`config.mk`:
```
export PLATFORM = sky130hd
export DESIGN_NAME = systolic_ctrl_flat
export DESIGN_NICKNAME = d
export VERILOG_FILES = /design/src/rtl/systolic_ctrl_if.sv /design/src/rtl/systolic_ctrl.sv /design/src/flat_wrapper.sv
export SDC_FILE = /design/constraint.sdc
export NUM_CORES = 1
export LEC_CHECK = 0
export BUFFER_PORTS_ARGS = -buffer_cell sky130_fd_sc_hd__buf_2
export CORE_AREA = 5 5 304 306
export CTS_CLUSTER_SIZE = 28
export DETAILED_ROUTE_END_ITERATION = 10
export DIE_AREA = 0 0 309 311
export GPL_TIMING_DRIVEN = 0
export PLACE_DENSITY = 0.38
export SLEW_MARGIN = 25
export SYNTH_ARGS = -nofsm -noshare
export SYNTH_HDL_FRONTEND = slang
export SYNTH_SLANG_ARGS = --single-unit
```
`constraint.sdc`:
```
create_clock -name clk -period 2.6 [get_ports clk]
set_input_delay 0.78 -clock clk [delete_from_list [all_inputs] [get_ports clk]]
set_output_delay 0.78 -clock clk [all_outputs]
set_load 0.02 [all_outputs]
```
`src/rtl/systolic_ctrl_if.sv`:
```
// Bus bundle between systolic_ctrl, the host C streams, the operand memory and the MAC array.
// The controller takes the master side; the surrounding logic takes the slave side.
interface systolic_ctrl_if #(
    parameter int BITS_AB = 8,
    parameter int BITS_C  = 16,
    parameter int DIM     = 8
);
    localparam int IW = $clog2(DIM);

    logic                         start;
    logic                         busy;
    logic                         done;
    logic                         cin_valid;
    logic                         cin_ready;
    logic [DIM-1:0][BITS_C-1:0]   cin_row;
    logic                         mem_rd_en;
    logic [IW-1:0]                mem_addr;
    logic [DIM-1:0][BITS_AB-1:0]  mem_a;
    logic [DIM-1:0][BITS_AB-1:0]  mem_b;
    logic                         arr_en;
    logic                         arr_wren;
    logic [IW-1:0]                arr_crow;
    logic [DIM-1:0][BITS_AB-1:0]  arr_a;
    logic [DIM-1:0][BITS_AB-1:0]  arr_b;
    logic [DIM-1:0][BITS_C-1:0]   arr_cin;
    logic [DIM-1:0][BITS_C-1:0]   arr_cout;
    logic                         cout_valid;
    logic                         cout_ready;
    logic [DIM-1:0][BITS_C-1:0]   cout_row;
    logic [IW-1:0]                cout_idx;

    modport master (
        input  start, cin_valid, cin_row, mem_a, mem_b, arr_cout, cout_ready,
        output busy, done, cin_ready, mem_rd_en, mem_addr, arr_en, arr_wren,
               arr_crow, arr_a, arr_b, arr_cin, cout_valid, cout_row, cout_idx
    );

    modport slave (
        output start, cin_valid, cin_row, mem_a, mem_b, arr_cout, cout_ready,
        input  busy, done, cin_ready, mem_rd_en, mem_addr, arr_en, arr_wren,
               arr_crow, arr_a, arr_b, arr_cin, cout_valid, cout_row, cout_idx
    );
endinterface

```
`src/rtl/systolic_ctrl.sv`:
```
// Job sequencer for a DIM x DIM signed MAC systolic array: C preload, skewed operand feed, result drain.
//   state     | meaning
//   IDLE      | waiting for start
//   LOAD_C    | accepting C preload rows 0..DIM-1
//   COMPUTE   | reading operands, feeding skewed edges, t = 0..3*DIM-2
//   DRAIN     | presenting result rows 0..DIM-1
module systolic_ctrl #(
    parameter int BITS_AB = 8,
    parameter int BITS_C  = 16,
    parameter int DIM     = 8
) (
    input  logic            clk,
    input  logic            rst_n,
    systolic_ctrl_if.master bus
);
    localparam int IW = $clog2(DIM);
    localparam int TW = $clog2(3 * DIM - 1);
    localparam logic [TW-1:0] T_LAST   = TW'(3 * DIM - 2);
    localparam logic [TW-1:0] T_RDEND  = TW'(DIM);
    localparam logic [IW-1:0] ROW_LAST = IW'(DIM - 1);

    localparam logic [1:0] S_IDLE    = 2'd0;
    localparam logic [1:0] S_LOAD_C  = 2'd1;
    localparam logic [1:0] S_COMPUTE = 2'd2;
    localparam logic [1:0] S_DRAIN   = 2'd3;

    logic [1:0]    state_q, state_d;
    logic [IW-1:0] row_q, row_d;
    logic [TW-1:0] t_q, t_d;
    logic          done_q, done_d;
    logic          rd_vld_q;
    logic          rd_now;

    logic [DIM-1:0][BITS_AB-1:0] feed_a, feed_b;
    logic [DIM-1:0][BITS_AB-1:0] skew_a, skew_b;

    always_comb begin
        state_d = state_q;
        row_d   = row_q;
        t_d     = t_q;
        done_d  = 1'b0;
        case (state_q)
            S_IDLE: begin
                // the IDLE cycle that shows done still refuses a new start
                if (bus.start && !done_q) begin
                    state_d = S_LOAD_C;
                    row_d   = '0;
                end
            end
            S_LOAD_C: begin
                if (bus.cin_valid) begin
                    if (row_q == ROW_LAST) begin
                        state_d = S_COMPUTE;
                        row_d   = '0;
                        t_d     = '0;
                    end else begin
                        row_d = row_q + 1'b1;
                    end
                end
            end
            S_COMPUTE: begin
                if (t_q == T_LAST) begin
                    state_d = S_DRAIN;
                    row_d   = '0;
                end else begin
                    t_d = t_q + 1'b1;
                end
            end
            S_DRAIN: begin
                if (bus.cout_ready) begin
                    if (row_q == ROW_LAST) begin
                        state_d = S_IDLE;
                        row_d   = '0;
                        done_d  = 1'b1;
                    end else begin
                        row_d = row_q + 1'b1;
                    end
                end
            end
            default: state_d = S_IDLE;
        endcase
    end

    assign rd_now = (state_q == S_COMPUTE) && (t_q < T_RDEND);

    always_ff @(posedge clk) begin
        if (!rst_n) begin
            state_q  <= S_IDLE;
            row_q    <= '0;
            t_q      <= '0;
            done_q   <= 1'b0;
            rd_vld_q <= 1'b0;
        end else begin
            state_q  <= state_d;
            row_q    <= row_d;
            t_q      <= t_d;
            done_q   <= done_d;
            rd_vld_q <= rd_now;
        end
    end

    // memory data is trusted only in the cycle after a read strobe
    assign feed_a = rd_vld_q ? bus.mem_a : '0;
    assign feed_b = rd_vld_q ? bus.mem_b : '0;

    assign skew_a[0] = feed_a[0];
    assign skew_b[0] = feed_b[0];

    for (genvar r = 1; r < DIM; r++) begin : g_skew
        logic [r-1:0][BITS_AB-1:0] a_q;
        logic [r-1:0][BITS_AB-1:0] b_q;

        always_ff @(posedge clk) begin
            if (!rst_n || state_q != S_COMPUTE) begin
                a_q <= '0;
                b_q <= '0;
            end else begin
                for (int j = r - 1; j > 0; j--) begin
                    a_q[j] <= a_q[j-1];
                    b_q[j] <= b_q[j-1];
                end
                a_q[0] <= feed_a[r];
                b_q[0] <= feed_b[r];
            end
        end

        assign skew_a[r] = a_q[r-1];
        assign skew_b[r] = b_q[r-1];
    end

    assign bus.busy       = (state_q != S_IDLE);
    assign bus.done       = done_q;
    assign bus.cin_ready  = (state_q == S_LOAD_C);
    assign bus.arr_wren   = (state_q == S_LOAD_C) && bus.cin_valid;
    assign bus.arr_cin    = (state_q == S_LOAD_C) ? bus.cin_row : '0;
    assign bus.arr_crow   = (state_q == S_LOAD_C || state_q == S_DRAIN) ? row_q : '0;
    assign bus.mem_rd_en  = rd_now;
    assign bus.mem_addr   = rd_now ? t_q[IW-1:0] : '0;
    assign bus.arr_en     = (state_q == S_COMPUTE) && (t_q != '0);
    assign bus.arr_a      = (state_q == S_COMPUTE) ? skew_a : '0;
    assign bus.arr_b      = (state_q == S_COMPUTE) ? skew_b : '0;
    assign bus.cout_valid = (state_q == S_DRAIN);
    assign bus.cout_row   = (state_q == S_DRAIN) ? bus.arr_cout : '0;
    assign bus.cout_idx   = (state_q == S_DRAIN) ? row_q : '0;
endmodule

```
`src/flat_wrapper.sv`:
```
// flat-port wrapper written by rule: the top's interface ports become plain ports
module systolic_ctrl_flat 
#(
    parameter int BITS_AB = 8,
    parameter int BITS_C  = 16,
    parameter int DIM     = 8
)
  (clk, rst_n, bus_start, bus_cin_valid, bus_cin_row, bus_mem_a, bus_mem_b, bus_arr_cout, bus_cout_ready, bus_busy, bus_done, bus_cin_ready, bus_mem_rd_en, bus_mem_addr, bus_arr_en, bus_arr_wren, bus_arr_crow, bus_arr_a, bus_arr_b, bus_arr_cin, bus_cout_valid, bus_cout_row, bus_cout_idx);
  systolic_ctrl_if #(.BITS_AB(BITS_AB), .BITS_C(BITS_C), .DIM(DIM)) bus_i ();
  input  logic clk;
  input  logic rst_n;
  input wire logic [$bits(bus_i.start)-1:0] bus_start;
  input wire logic [$bits(bus_i.cin_valid)-1:0] bus_cin_valid;
  input wire logic [$bits(bus_i.cin_row)-1:0] bus_cin_row;
  input wire logic [$bits(bus_i.mem_a)-1:0] bus_mem_a;
  input wire logic [$bits(bus_i.mem_b)-1:0] bus_mem_b;
  input wire logic [$bits(bus_i.arr_cout)-1:0] bus_arr_cout;
  input wire logic [$bits(bus_i.cout_ready)-1:0] bus_cout_ready;
  output wire logic [$bits(bus_i.busy)-1:0] bus_busy;
  output wire logic [$bits(bus_i.done)-1:0] bus_done;
  output wire logic [$bits(bus_i.cin_ready)-1:0] bus_cin_ready;
  output wire logic [$bits(bus_i.mem_rd_en)-1:0] bus_mem_rd_en;
  output wire logic [$bits(bus_i.mem_addr)-1:0] bus_mem_addr;
  output wire logic [$bits(bus_i.arr_en)-1:0] bus_arr_en;
  output wire logic [$bits(bus_i.arr_wren)-1:0] bus_arr_wren;
  output wire logic [$bits(bus_i.arr_crow)-1:0] bus_arr_crow;
  output wire logic [$bits(bus_i.arr_a)-1:0] bus_arr_a;
  output wire logic [$bits(bus_i.arr_b)-1:0] bus_arr_b;
  output wire logic [$bits(bus_i.arr_cin)-1:0] bus_arr_cin;
  output wire logic [$bits(bus_i.cout_valid)-1:0] bus_cout_valid;
  output wire logic [$bits(bus_i.cout_row)-1:0] bus_cout_row;
  output wire logic [$bits(bus_i.cout_idx)-1:0] bus_cout_idx;
  assign bus_i.start = bus_start;
  assign bus_i.cin_valid = bus_cin_valid;
  assign bus_i.cin_row = bus_cin_row;
  assign bus_i.mem_a = bus_mem_a;
  assign bus_i.mem_b = bus_mem_b;
  assign bus_i.arr_cout = bus_arr_cout;
  assign bus_i.cout_ready = bus_cout_ready;
  assign bus_busy = bus_i.busy;
  assign bus_done = bus_i.done;
  assign bus_cin_ready = bus_i.cin_ready;
  assign bus_mem_rd_en = bus_i.mem_rd_en;
  assign bus_mem_addr = bus_i.mem_addr;
  assign bus_arr_en = bus_i.arr_en;
  assign bus_arr_wren = bus_i.arr_wren;
  assign bus_arr_crow = bus_i.arr_crow;
  assign bus_arr_a = bus_i.arr_a;
  assign bus_arr_b = bus_i.arr_b;
  assign bus_arr_cin = bus_i.arr_cin;
  assign bus_cout_valid = bus_i.cout_valid;
  assign bus_cout_row = bus_i.cout_row;
  assign bus_cout_idx = bus_i.cout_idx;
  systolic_ctrl #(.BITS_AB(BITS_AB), .BITS_C(BITS_C), .DIM(DIM)) u_core (.clk(clk), .rst_n(rst_n), .bus(bus_i));
endmodule
```
# Word-level counts from Yosys, hierarchy flattened
# Cells that the tools add are included.
dict set report word_totals {
  regBits 460
  wordCells 122
}
dict set report classes {
  add_sub_neg 2
  n_lt_le_gt_ge 1
  n_eq_ne 13
  n_mux 27
  n_bitwise 1
  reduce_logical 17
}
# cell n
set ops {}
lappend ops {{$mux 128} 2}
lappend ops {{$mux 64} 2}
lappend ops {{$mux 3} 8}
lappend ops {{$mux 8} 2}
lappend ops {{$mux 5} 3}
lappend ops {{$mux 2} 6}
lappend ops {{$pmux 3 s4} 1}
lappend ops {{$pmux 5 s2} 1}
lappend ops {{$ne 2x1->1 const B} 4}
lappend ops {{$ne 2x2->1 const B} 4}
lappend ops {{$pmux 2 s4} 1}
lappend ops {{$reduce_and 4->1} 2}
lappend ops {{$reduce_and 6->1} 1}
lappend ops {{$add 5x1->5 const B} 1}
lappend ops {{$eq 5x5->1 const B} 1}
lappend ops {{$lt 5x4->1 const B} 1}
lappend ops {{$reduce_bool 5->1} 1}
lappend ops {{$eq 2x2->1 const B} 2}
lappend ops {{$logic_and 1x1->1} 4}
lappend ops {{$reduce_bool 2->1} 2}
lappend ops {{$add 3x1->3 const B} 1}
lappend ops {{$eq 3x3->1 const B} 1}
lappend ops {{$reduce_and 3->1} 1}
lappend ops {{$eq 2x1->1 const B} 1}
lappend ops {{6 further kinds} 8}

# Logic depth before layout (Yosys ltp)
# Gate-level depths: netlist of the first run.
dict set report depth {
  depth_word 4
  depth_mapped 7
  depth_no_buf 6
}

# Worst setup path before layout of the first run
# Ideal clock, no wire load.
dict set report synth_timing {
  kind {flip-flop to output port}
  from {register u_core.state_q[1]}
  to {output bus_arr_cin[100]}
  arrival_ns 1.514
  setup_slack_ns 0.306
  stages_incl_launch_ff 6
  path_cell_list {dfxtp_1 -> inv_1 -> ha_1 -> clkbuf_1 -> clkbuf_1 -> and2_1}
}
dict set report synth_between {
  elab_chain_cells 2
}
# element line
set synth_rtl {}
lappend synth_rtl {{from (decl)} systolic_ctrl.sv:27} ;# logic [1:0] state_q, state_d;
lappend synth_rtl {{from (signal assigned)} systolic_ctrl.sv:94} ;# state_q <= state_d;
lappend synth_rtl {{$eq 2x1->1} -}
lappend synth_rtl {{named net bus_cin_ready} flat_wrapper.sv:21} ;# output wire logic [$bits(bus_i.cin_ready)-1:0] bus_cin_ready;
lappend synth_rtl {{$mux 128} systolic_ctrl.sv:135} ;# assign bus.arr_cin = (state_q == S_LOAD_C) ? bus.cin_row : '0;
lappend synth_rtl {{to (decl)} flat_wrapper.sv:29} ;# output wire logic [$bits(bus_i.arr_cin)-1:0] bus_arr_cin;
# The timed path passes the listed nets, and every way through them passes these cells.

# Final worst setup path of the first run
dict set report layout_timing {
  from {register u_core.state_q[0]}
  to {output bus_arr_b[5]}
}
dict set report layout_between {
  elab_chain_cells 2
}
# element line
set layout_rtl {}
lappend layout_rtl {{$eq 2x2->1} systolic_ctrl.sv:141} ;# assign bus.arr_b = (state_q == S_COMPUTE) ? skew_b : '0;
lappend layout_rtl {{$mux 64} systolic_ctrl.sv:141}
lappend layout_rtl {{to (decl)} flat_wrapper.sv:28} ;# output wire logic [$bits(bus_i.arr_b)-1:0] bus_arr_b;
# Every way passes these cells.

==> results.ini, run 1 <==
[routing]
ant_nets = 0
wire_per_inst_um = 29.88
drt_pass1_iterations = 4
drt-vias-per-instance = 3.931
drc_errors = 0
drtIter0Drc = 553
vias = 14470
routed_wirelength_um = 110000

[logic_synthesis]
syn_nets = 1905
synth.top_cell.area_share_pct = 59.35
synth-edff-count = 0
synthCells = 1506
synth-seq-area-share_pct = 59.35
syn-cell-area_sq_mm = 0.01552
avgSynthCellArea_sq_um = 10.30
synth_area_leader_cell = dfxtp_1
ys_seq_elements = 460
async_flop_share_pct = 0
synthTopCellsByCount = and2_1, dfxtp_1, and3_1
synth_most_common_cell = and2_1
synth_area_leaders = dfxtp_1, and2_1, and3_1, clkbuf_1, ha_1
synth.distinct_cells = 29
synth_ff_type = dfxtp_1
yosysWarnings = 0

[finish]
syn2layout_area_growth_pct = 74.02
layout-drive-gt1-share_pct = 52.21
fin_area_sq_mm = 0.02700
fin_cells = 3681
nNetsFinal = 2808

[place]
gp_congestion = 1.019
dp_cells = 3469
place_area_sq_mm = 0.02093
dpl.hpwl_um = 94660
io_buffers = 787
dp_slack_ps = -1026

[power]
cellLeakagePower_nw = 13.53
p_total_mw = 22.77
peakVddDrop_uv = 519.4
power_density_mw_per_mm2 = 843.4

[outcome]
outcome = finished, violations left
failed_checks = setup timing

[grt]
grt_pass1_wl_um = 140100
grt_pass1_vias = 15050
grt_antenna_before_repair = 125
grt_max_degree = 15
grt_use_total_pct = 21.64
gr-total-overflow = 0

[setup_path]
cp.required_ps = 1820
startpoint_type = flip-flop
worst_setup_path_end_kind = primary output
crit_type = reg2out
cpMaxStageDelayCell = dfxtp_4
cpPeakStageDelay_ps = 370
crit_buf_inv = 4
worstPathMaxFanout = 7
crit_top_cell = clkbuf_16
cp.arrival_ps = 2000
cp_cell_sequence = inv_4 > ha_4 > clkbuf_16 > clkbuf_16 > and3_4 > buf_6
crit_family = buffers and inverters

[floorplan]
coreArea_sq_mm = 0.08932
die_h_um = 311
rows = 110
ios = 789
design.die.area_sq_mm = 0.09610
die_x_um = 309
initial_utilization_pct = 17.37

[clock_tree]
clk_latency_ps = 590
clockBufferDepth = 3
cts_buffers = 49
clock-sinks = 460
htree_levels = 2
cts_tree = done
ctsHoldBuffers = 0
clk_pin_slew_worst_paths_ps = 60
clockRootBuffer = clkbuf_16

[timing]
slew_headroom_pct = 55.54
fmax_mhz = 359.6
post-route-min-period_ps = 2781
period_share_pct = 106.9
setup_ws_ps = -180.6
tightest_slew_ps = 667.0
clock_skew_ps = 32.17
timing.hold.ws_ps = 389.8
rsz0062_at_grt = true
final_hold_viol_count = 0
finalSetupViolations = 363
slew_viol_final = 0

[job]
cap_violations = 0

[hold_path]
min_path_type = in2reg

==> power breakdown <==
group | internal (mW) | switching (mW) | leakage (nW)
clock network | 4.18 | 2.91 | 0.827
logic | 4.16 | 4.37 | 8.99
registers | 7.10 | 0.0566 | 3.70
total | 15.4 | 7.34 | 13.5
==> layout by cell type, fill, tap and decap left out, types with 4 or more instances in the layout <==
master	synthesis	routed
clkbuf_16	0	76
and2_1	487	225
bufinv_16	0	4
buf_2	5	448
buf_4	0	99
and3_4	0	12
buf_12	0	7
buf_8	0	43
nand3_1	8	8
ha_1	10	7
clkbuf_1	128	93
diode_2	0	57
buf_6	0	268
clkinv_2	0	13
nand2_1	8	7
dfxtp_1	460	458
and3_1	357	345
clkbuf_8	0	16
a21oi_1	5	5
inv_1	10	5
and2_4	0	260
==> per-stage QoR <==
stage | setup TNS (ps) | util [%]
CTS | -60140 | 28.07
global placement | -185740 | 23.43
floorplan | 0 | -
finish | -27870 | 30.23
global route | -56970 | 30.17
detailed placement | -158700 | 23.43
==> layout make-up <==
class                           instances  area (sq um)
Fill cell                            9423         62320
Buffer                                131          1115
Clock inverter                         23         272.8
Clock buffer                           67          1394
Inverter                               10         51.30
Timing Repair Buffer                  854          6787
Multi-Input combinational cell        903          6551
Sequential cell                       460          9216
Tap cell                             1176          1471
Antenna cell                           57         142.6
==> repair_timing <==
item / in CTS / in global routing
hold endpoints to repair: 0 / 0
gates cloned: 16 / 12
pin swaps: 8 / 27
gates resized for setup: 720 / 512
setup endpoints to repair: 395 / 394
buffers inserted: 17 / 23
==> state kept, by name, summed over array words and instances (netlist names) <==
name	count
u_core.g_skew.b_q	224
u_core.bus.done	1
u_core.g_skew.a_q	224
u_core.rd_vld_q	1
u_core.row_q	3
u_core.t_q	5
u_core.state_q	2
==> metal layers <==
metal | vias to the layer above | routed length [um] | GRT usage [%] | share of wire, %
met5 | - | 93 | 0 | 0.085
met2 | 618 | 58060 | 40.05 | 53
met1 | 6868 | 38950 | 22.31 | 35
met4 | 12 | 4894 | 9.080 | 4.5
met3 | 238 | 7976 | 6.949 | 7.3
li1 | 6734 | - | - | -
==> worst register-to-register path, cell delays in order (launching register included) <==
cell and delay (ps):
dfxtp_4 370, inv_4 70, ha_4 220, buf_4 150
buf_4 130, and3_1 240, buf_2 420, clkbuf_1 470
and2_1 210
==> cell families after synthesis <==
| group | count (synthesis) | synth area share, % |
|---|---|---|
| AOI/OAI and AO/OA | 19 | 1.258 |
| adders and majority gates | 10 | 0.8064 |
| buffers and inverters | 143 | 3.500 |
| DFF | 460 | 59.35 |
| muxes | 3 | 0.1935 |
| and+or+nand+nor | 871 | 34.89 |
==> final timing paths <==
check | start | to | slack (ps) | cells past startpoint
worst max-delay path | u_core.state_q[0]$_SDFFE_PN0P_ | bus_arr_b[5] | -180 | 6
worst min-delay path | bus_mem_b[19] | u_core.g_skew[2].b_q[3]$_SDFF_PP0_ | 390 | 2
worst max register to register | u_core.state_q[0]$_SDFFE_PN0P_ | u_core.g_skew[5].a_q[1]$_SDFF_PP0_ | 250 | 8
worst min register to register | u_core.g_skew[5].a_q[9]$_SDFF_PP0_ | u_core.g_skew[5].a_q[17]$_SDFF_PP0_ | 440 | 1
Note: power is estimated with default switching activity, not from simulation.
==> run 2: changes to the inputs <==
- clock period: 2.6 -> 2.8 ns (I/O delays scaled with it)
==> run 2 against run 1 <==
Effect of this change:
- the run still ends with setup timing left
- flip-flop and latch count unchanged
- via count is 1.2% lower
- count of clock-buffer cells in the layout stayed put
- wire length fell by 1.4%
- core utilization shrank 1.6 points
- clock skew barely moved
- critical path type unchanged
- critical endpoint unchanged
- highest routed layer unchanged
==> results.ini, run 2 (synthesized netlist as in run 1, its figures left out) <==
[setup_path]
cpPeakStageDelay_ps = 360  ; about the same
startpoint_type = flip-flop
crit_top_cell = clkbuf_16
crit_family = buffers and inverters
r2r-start = u_core.state_q[0]$_SDFFE_PN0P_
cp_cell_sequence = inv_4 > ha_4 > clkbuf_16 > clkbuf_16 > and3_4 > buf_6
r2r_slack_ps = 480  ; +230 ps
worst_setup_path_end_kind = primary output
crit_type = reg2out
ff2ff_path_depth = 8  ; unchanged
rr_endpoint = u_core.g_skew[5].a_q[1]$_SDFF_PP0_
crit_end = bus_arr_b[5]
cpMaxStageDelayCell = dfxtp_4
crit_start = u_core.state_q[0]$_SDFFE_PN0P_
crit_buf_inv = 4  ; unchanged
cp.required_ps = 1960  ; +140 ps
cp.arrival_ps = 2020  ; +20 ps
worstPathMaxFanout = 7  ; unchanged
worst-path-stages = 6  ; unchanged

[grt]
grt_use_total_pct = 21.44  ; -0.19 points
grt_antenna_before_repair = 126  ; +0.80%
grt_pass1_wl_um = 138800  ; -0.87%
grt_pass1_vias = 14840  ; -1.4%
gr-total-overflow = 0  ; unchanged
grt_max_degree = 15  ; unchanged

[floorplan]
die_h_um = 311  ; unchanged
die_x_um = 309  ; unchanged
initial_utilization_pct = 17.37  ; unchanged
coreArea_sq_mm = 0.08932  ; unchanged
ios = 789  ; unchanged
rows = 110  ; unchanged
design.die.area_sq_mm = 0.09610  ; unchanged

[timing]
finalSetupViolations = 14  ; -96%
post-route-min-period_ps = 2858
tightest_slew_ps = 678.4  ; +11.39 ps
slew_viol_final = 0  ; unchanged
slew_headroom_pct = 54.78  ; -0.76 points
clock_skew_ps = 32.16  ; -0.01220 ps
fmax_mhz = 349.9
final_hold_viol_count = 0  ; unchanged
rsz0062_at_grt = true
period_share_pct = 102.1
setup_ws_ps = -58.25  ; +122.3 ps

[place]
gp_congestion = 1.019  ; unchanged
io_buffers = 787  ; unchanged
place_area_sq_mm = 0.02093  ; unchanged
dp_slack_ps = -886.0  ; +140.0 ps
dpl.hpwl_um = 94660  ; unchanged

[routing]
wire_per_inst_um = 29.82  ; -0.20%
drc_errors = 0  ; unchanged
vias = 14290  ; -1.2%
drtIter0Drc = 498  ; -9.9%
ant_nets = 0  ; unchanged
routed_wirelength_um = 108400  ; -1.4%
drt_pass1_iterations = 4  ; unchanged
drt-vias-per-instance = 3.929  ; about the same

[power]
power_density_mw_per_mm2 = 785.0  ; -6.9%
p_total_mw = 20.05  ; -12%
cellLeakagePower_nw = 13.04  ; -3.6%
peakVddDrop_uv = 403.5  ; -22%

[outcome]
outcome = finished, violations left
failed_checks = setup timing

[clock_tree]
cts_buffers = 49  ; unchanged
clockBufferDepth = 3  ; unchanged
clk_pin_slew_worst_paths_ps = 60  ; about the same
clock-sinks = 460  ; unchanged
htree_levels = 2  ; unchanged
cts_tree = done
ctsHoldBuffers = 0  ; unchanged
clockRootBuffer = clkbuf_16
clk_latency_ps = 590  ; about the same

[finish]
final_common_cell = buf_2
nNetsFinal = 2780  ; -1.0%
top_regs = u_core.g_skew.a_q: 224 flops, u_core.g_skew.b_q: 224 flops, u_core.t_q: 5 flops
final.fill_count = 9548  ; +1.3%
layout_common_cells = buf_2, dfxtp_1, and3_1
syn2layout_area_growth_pct = 64.62
multi_input_area_sq_mm = 0.006256  ; -4.5%
fin_area_sq_mm = 0.02554  ; -5.4%
layout-drive-gt1-share_pct = 47.11  ; -5.1 points
final-seq-area_sq_mm = 0.009218  ; about the same

[job]
cap_violations = 0  ; unchanged

[hold_path]
hold_path_depth = 1  ; -1
min_path_type = reg2reg

[run 2: cell types whose count changed in the layout (fill, tap and decap cells not counted), sizes merged]
cell,previous run,this run
inv,10,11
diode,57,41
clkinvlp,2,1
buf,866,837
clkbuf,186,187
[run 2: area by class of cell]
class | count | share of cell area [%]
multi-input cells | 903 | 24.49
clock inverters | 23 | 1.068
inverters | 10 | 0.1666
clock buffers | 67 | 5.457
plain buffers | 132 | 4.208
repair buffers | 825 | 22.36
well taps | 1176 | 5.761
diodes | 41 | 0.4017
flip-flops and latches | 460 | 36.09
[run 2: metal layers]
layer,vias up,GRT usage (%),wire length (um)
li1,6665,-,-
met5,-,0,92
met4,12,8.323,5368
met3,279,6.316,7915
met1,6683,22.59,38570
met2,651,39.87,56500
[run 2: how the worst min path moves through the flow]
stage / startpoint / endpoint / slack, ps
global route: bus_mem_a[13] / u_core.g_skew[1].a_q[5]$_SDFF_PP0_ / 420
global placement: u_core.g_skew[3].b_q[7]$_SDFF_PP0_ / u_core.g_skew[3].b_q[15]$_SDFF_PP0_ / 450
finish: u_core.g_skew[5].a_q[9]$_SDFF_PP0_ / u_core.g_skew[5].a_q[17]$_SDFF_PP0_ / 440
floorplan: u_core.g_skew[2].a_q[2]$_SDFF_PP0_ / u_core.g_skew[2].a_q[10]$_SDFF_PP0_ / 440
CTS: bus_mem_b[19] / u_core.g_skew[2].b_q[3]$_SDFF_PP0_ / 400
detailed placement: u_core.g_skew[7].a_q[22]$_SDFF_PP0_ / u_core.g_skew[7].a_q[30]$_SDFF_PP0_ / 450
[run 2: power breakdown]
group          total (mW)  switching, mW  leakage (nW)  internal (mW)
Sequential           6.64         0.0489          3.71           6.59
Clock                6.58           2.70         0.827           3.88
Combinational        6.83           3.80          8.51           3.02
[run 2: stage by stage]
| step | hold WS, ps | instances | setup TNS (ps) | utilization [%] |
|---|---|---|---|---|
| after floorplan | 443.6 | 1506 | 0 | - |
| after global placement | 446.2 | 3469 | -137160 | 23.43 |
| after detailed placement | 450.1 | 3469 | -109850 | 23.43 |
| after CTS | 401.6 | 3583 | -8103 | 27.30 |
| after global routing | 416.1 | 3624 | -8376 | 28.56 |
| final | 442.5 | 3637 | -132.5 | 28.60 |
[run 2: timing repair]
item,4_1_cts,5_1_grt
cloned,7,7
endpoints found under the setup margin,394,307
pin swaps,8,15
gates resized for setup,549,319
buffers inserted,17,7
